--- config.mk ---
export PLATFORM = sky130hd
export DESIGN_NAME = regfile_wb_arbiter
export DESIGN_NICKNAME = d
export VERILOG_FILES = /design/src/rtl/regfile_wb_arbiter_pkg.sv /design/src/rtl/regfile_wb_arbiter_rr_arbiter.sv /design/src/rtl/regfile_wb_arbiter.sv
export SDC_FILE = /design/constraint.sdc
export NUM_CORES = 1
export LEC_CHECK = 0
export CORE_UTILIZATION = 32
export CTS_CLUSTER_SIZE = 25
export DETAILED_ROUTE_END_ITERATION = 12
export PLACE_DENSITY = 0.9
export SKIP_LAST_GASP = 1
export SYNTH_ARGS = -nofsm -noshare
export SYNTH_HDL_FRONTEND = slang
export SYNTH_SLANG_ARGS = --single-unit
--- constraint.sdc ---
create_clock -name clk -period 2.3 [get_ports clk]
set_clock_uncertainty 0.2 [all_clocks]
set_input_delay 0.345 -clock clk [delete_from_list [all_inputs] [get_ports clk]]
set_output_delay 0.345 -clock clk [all_outputs]
set_load 0.01 [all_outputs]
--- src/rtl/regfile_wb_arbiter_pkg.sv ---
// rtl/regfile_wb_arbiter_pkg.sv - shared register-file constants and writeback requester indices
package regfile_wb_arbiter_pkg;

   localparam int RF_NREGS = 32;
   localparam int RF_AW    = 5;
   localparam int RF_DW    = 32;

   localparam logic [RF_AW-1:0] REG_ZERO = 5'd0;

   localparam int WB_ALU    = 0;
   localparam int WB_LOAD   = 1;
   localparam int WB_MULDIV = 2;

   function automatic int wrap_inc(input int idx, input int n);
      return (idx >= n - 1) ? 0 : idx + 1;
   endfunction

endpackage

--- src/rtl/regfile_wb_arbiter_rr_arbiter.sv ---
// rtl/regfile_wb_arbiter_rr_arbiter.sv - combinational round-robin grant starting at ptr_i
module rr_arbiter #(
   parameter int NREQ = 3,
   parameter int IW   = $clog2(NREQ)
) (
   input  logic [NREQ-1:0] req_i,
   input  logic [IW-1:0]   ptr_i,
   output logic [NREQ-1:0] grant_o,
   output logic [IW-1:0]   winner_o,
   output logic            any_o
);

   int idx;

   // Priority rotates so that index ptr_i is examined first, then ptr_i+1, wrapping.
   always_comb begin
      grant_o  = '0;
      winner_o = '0;
      any_o    = 1'b0;
      idx      = 0;
      for (int k = 0; k < NREQ; k++) begin
         idx = int'(ptr_i) + k;
         if (idx >= NREQ) begin
            idx = idx - NREQ;
         end
         if (!any_o && req_i[idx]) begin
            any_o         = 1'b1;
            grant_o[idx]  = 1'b1;
            winner_o      = IW'(idx);
         end
      end
   end

endmodule

--- src/rtl/regfile_wb_arbiter.sv ---
// rtl/regfile_wb_arbiter.sv - round-robin writeback arbiter for the register file write port
// RF_WB_SCOREBOARD_EN adds the per-register pending-write scoreboard (busy/claim_err).
module regfile_wb_arbiter
   import regfile_wb_arbiter_pkg::*;
#(
   parameter int NREQ = 3,
   parameter int AW   = RF_AW,
   parameter int DW   = RF_DW
) (
   input  logic                 clk,
   input  logic                 rst_n,
   input  logic [NREQ-1:0]      req_valid,
   input  logic [NREQ*AW-1:0]   req_addr,
   input  logic [NREQ*DW-1:0]   req_data,
   output logic [NREQ-1:0]      req_ready,
   output logic                 we,
   output logic [AW-1:0]        wa,
   output logic [DW-1:0]        wd,
   input  logic                 claim_valid,
   input  logic [AW-1:0]        claim_addr,
   output logic [RF_NREGS-1:0]  busy,
   output logic                 claim_err
);

   localparam int IW = $clog2(NREQ);

   logic [NREQ-1:0] grant;
   logic [IW-1:0]   winner;
   logic            any_req;
   logic            transfer;
   logic [AW-1:0]   win_addr;
   logic [DW-1:0]   win_data;

   logic [IW-1:0]   rr_ptr_q, rr_ptr_d;
   logic            we_q, we_d;
   logic [AW-1:0]   wa_q, wa_d;
   logic [DW-1:0]   wd_q, wd_d;

   rr_arbiter #(
      .NREQ (NREQ),
      .IW   (IW)
   ) u_rr_arbiter (
      .req_i    (req_valid),
      .ptr_i    (rr_ptr_q),
      .grant_o  (grant),
      .winner_o (winner),
      .any_o    (any_req)
   );

   // Grant is masked during reset so no requester believes it was accepted.
   assign req_ready = rst_n ? grant : '0;
   assign transfer  = rst_n & any_req;
   assign win_addr  = req_addr[int'(winner)*AW +: AW];
   assign win_data  = req_data[int'(winner)*DW +: DW];

   always_comb begin
      rr_ptr_d = rr_ptr_q;
      we_d     = 1'b0;
      wa_d     = wa_q;
      wd_d     = wd_q;
      if (transfer) begin
         rr_ptr_d = IW'(wrap_inc(int'(winner), NREQ));
         we_d     = (win_addr != REG_ZERO);
         wa_d     = win_addr;
         wd_d     = win_data;
      end
   end

   always_ff @(posedge clk) begin
      if (!rst_n) begin
         rr_ptr_q <= '0;
         we_q     <= 1'b0;
         wa_q     <= '0;
         wd_q     <= '0;
      end else begin
         rr_ptr_q <= rr_ptr_d;
         we_q     <= we_d;
         wa_q     <= wa_d;
         wd_q     <= wd_d;
      end
   end

   assign we = we_q;
   assign wa = wa_q;
   assign wd = wd_q;

`ifdef RF_WB_SCOREBOARD_EN
   logic [RF_NREGS-1:0] busy_q, busy_d;
   logic                claim_err_q, claim_err_d;

   // The claim is applied after the commit clear so a same-address set wins.
   always_comb begin
      busy_d      = busy_q;
      claim_err_d = 1'b0;
      if (we_q) begin
         busy_d[wa_q] = 1'b0;
      end
      if (claim_valid && (claim_addr != REG_ZERO)) begin
         if (busy_q[claim_addr]) begin
            claim_err_d = 1'b1;
         end else begin
            busy_d[claim_addr] = 1'b1;
         end
      end
      busy_d[0] = 1'b0;
   end

   always_ff @(posedge clk) begin
      if (!rst_n) begin
         busy_q      <= '0;
         claim_err_q <= 1'b0;
      end else begin
         busy_q      <= busy_d;
         claim_err_q <= claim_err_d;
      end
   end

   assign busy      = busy_q;
   assign claim_err = claim_err_q;
`else
   logic unused_claim;
   assign unused_claim = ^{claim_valid, claim_addr};
   assign busy         = '0;
   assign claim_err    = 1'b0;
`endif

endmodule

==> impl_metrics.ini <==
[status]
status = finished with violations
violations = setup timing

[floorplan]
die_w_um = 94.0
core_area_um2 = 8220
dieArea_um2 = 8840
die_height_um = 94.0
row_count = 33
start_util_pct = 33.0
ios = 196

[pwr]
power.density_nw_per_um2 = 1370
intPower_mw = 4.30
pwr-share-comb_pct = 72.7
irDropWorstVdd_mv = 0.749
leakagePower_nw = 2.14
switching_share_pct = 37.4
p_clk_share_pct = 8.9
p_total_mw = 6.86
power.net_switching_mw = 2.57
seqPwrFrac_pct = 18.4

[placement]
dpl_worst_slack_ns = -0.458
place_hpwl_mm = 6.66
io_buffers = 156
gp_congestion = 0.882
dpl.cell_count = 589

[worst_hold_path]
hold-path-endpoint = wd[9]
hold_class = reg -> reg
hold_depth = 1
min_from = wd[9]

[timing]
hold_violations = 0
holdWs_ns = 0.278
min_period_ns = 2.62
rsz0062_at_grt = yes
slew_viol_final = 0
fin_ws_ns = -0.317
fmax_mhz = 382
fin_crit_sh_pct = 114
setup_tns_ns = -10.46
setup_viol = 43

[synth]
synth_cells = 309
synth_flop_cell = dfxtp_1
ys_types = 38
yosysTopAreaCell = dfxtp_1
synth_seq_cells = 40
synth_edf_count = 0
synth_common_cells = mux2i_1 (41), dfxtp_1 (40), nor2_1 (40)
avgSynthCellArea_um2 = 8.77
synth_top_area_share_pct = 29.5
async_reset_ff_share_pct = 0
post-synth-top-count-cell = mux2i_1
yosysSeqAreaShare_pct = 29.5
synth_area_leaders = dfxtp_1 (30%), mux2i_1 (15%), a22o_1 (11%), buf_4 (10%), a21oi_1 (7.2%)
syn_area_um2 = 2710
yosys_warnings = 0

[setup_path]
critical_path_arrival_ns = 2.61
crit_path_start = rr_ptr_q[0]
rrSetupSlack_ns = -0.32
timing.rr.end = wd[17]
path_cells = buf_6 > ha_4 > buf_12 > mux2i_4 > o21ai_2 > buf_4 > o2bb2ai_4 > buf_12 > buf_12 > buf_12 > mux2i_2 > a21oi_1 > a22o_1
cp_max_fo = 7
cpMaxStageDelayCell = dfxtp_2
cp.required_ns = 2.29
start_kind = flip-flop
ff2ff_path_depth = 13
crit_top_cell = buf_12
cpPeakStageDelay_ns = 0.36
end_kind = flip-flop
r2r_start = rr_ptr_q[0]
criticalPathCategory = reg -> reg

[clock_tree]
clk_pin_slew_ns = 0.08
cts_root_buf = clkbuf_8
clk_path_buf_depth = 2
cts.hold.buffers_added = 0
cts_tree = yes
htree_levels = 2
insertion_delay_ns = 0.30
numCtsBuffers = 5
numClockSinks = 40

[flow_run]
maxCapViolCount = 0

[detailed_routing]
antenna_left = 0
vias_per_cell = 4.74
firstDrtPassIters = 4
vias = 2919
post-route-drc-count = 0
routed_wl_mm = 8.94
wl_per_cell_um = 14.5
drtIter0Drc = 68

[global_routing]
first_global_vias = 2787
grt_max_degree = 29
grt-ovfl-total = 0
grt_pass1_wl_mm = 12.9
antenna_found_initial = 0
grt_usage_pct = 18.7

[cells_and_area]
fillers = 685
instances_no_fill = 616
layout-drive-gt1-share_pct = 20.4
nNetsFinal = 636
syn2layout_area_growth_pct = 84.9
antenna_cells = 0
multiInputGateArea_um2 = 1750
seqCellArea_um2 = 806
-- final cells by class --
type                       instances  share of cell area, %
timing repair buffer             218                   43.6
clock inverter                     2                  0.774
sequential                        40                   16.1
tap                              105                   2.62
multi-input combinational        241                   34.9
inverter                           4                  0.350
clock buffer                       6                   1.65
-- worst max-delay path by stage --
| stage | to | cells after the start |
|---|---|---|
| 2_1_floorplan | wd[22] | 11 |
| 3_3_place_gp | req_ready[0] | 8 |
| 3_5_place_dp | req_ready[0] | 8 |
| 4_1_cts | we | 10 |
| 5_1_grt | wd[17] | 12 |
| 6_report | wd[17] | 13 |
-- sequential cells by signal, indices dropped and copies added (netlist names) --
signal    count
rr_ptr_q      2
wd           32
we            1
wa            5
-- critical path, delay by kind of cell (launching register included) --
| family | cells | cell delay [ns] |
|---|---|---|
| AOI/OAI and AO/OA | 4 | 0.54 |
| adders and majority gates | 1 | 0.17 |
| buffers and inverters | 6 | 0.78 |
| DFF | 1 | 0.36 |
| muxes | 2 | 0.45 |
-- metrics by stage --
step	area (µm²)	utilization, %
floorplan	2860	-
global placement	4530	55.2
detailed placement	4530	55.2
CTS	4910	59.7
global route	5010	61.0
finish	5010	61.0
-- what timing repair did --
action / in CTS / in global routing
gates cloned: 2 / 0
endpoints found under the setup margin: 43 / 43
pin swaps: 19 / 23
resized for setup: 42 / 19
setup buffers: 11 / 8
-- metal layers --
metal	part of all wire (%)	wire, µm	GRT usage (%)
met1	40	3550	20.3
met2	52	4680	35.3
met3	6.5	581	4.21
met4	1.4	125	6.15
met5	0	0	0
-- cells by family (layout without fill, tap and decap cells) --
logic type,count (synthesis),count (layout),synth area share (%)
adders and majority gates,4,4,1.85
AOI/OAI and AO/OA,96,97,25.1
muxes,41,41,15.1
DFF,40,40,29.5
and+or+nand+nor,66,66,11.2
other,1,33,0.138
buffers and inverters,61,230,17.1
-- power groups by stage --
stage	registers [mW]	clock network, mW	logic, mW
after global routing	1.30	0.655	5.31
after floorplan	1.40	0	2.33
final	1.26	0.614	4.99
after CTS	1.25	0.626	4.82
after global placement	1.24	0	4.14
after detailed placement	1.25	0	4.25
-- cells in the final DEF, fill, tap and decap left out, types with 3 or more instances in the layout --
cell	instances
dfxtp_1	38
clkdlybuf4s50_1	153
nor2_1	40
buf_12	10
clkbuf_8	6
conb_1	33
a21boi_1	3
nand2_1	7
a211o_1	3
a22o_1	34
o211ai_1	3
mux2i_1	33
a21oi_1	38
mux2i_4	5
buf_6	11
nand3b_1	3
buf_2	3
nor2b_1	3
buf_4	40
mux2i_2	3
Note: power is estimated with default switching activity, not from simulation.
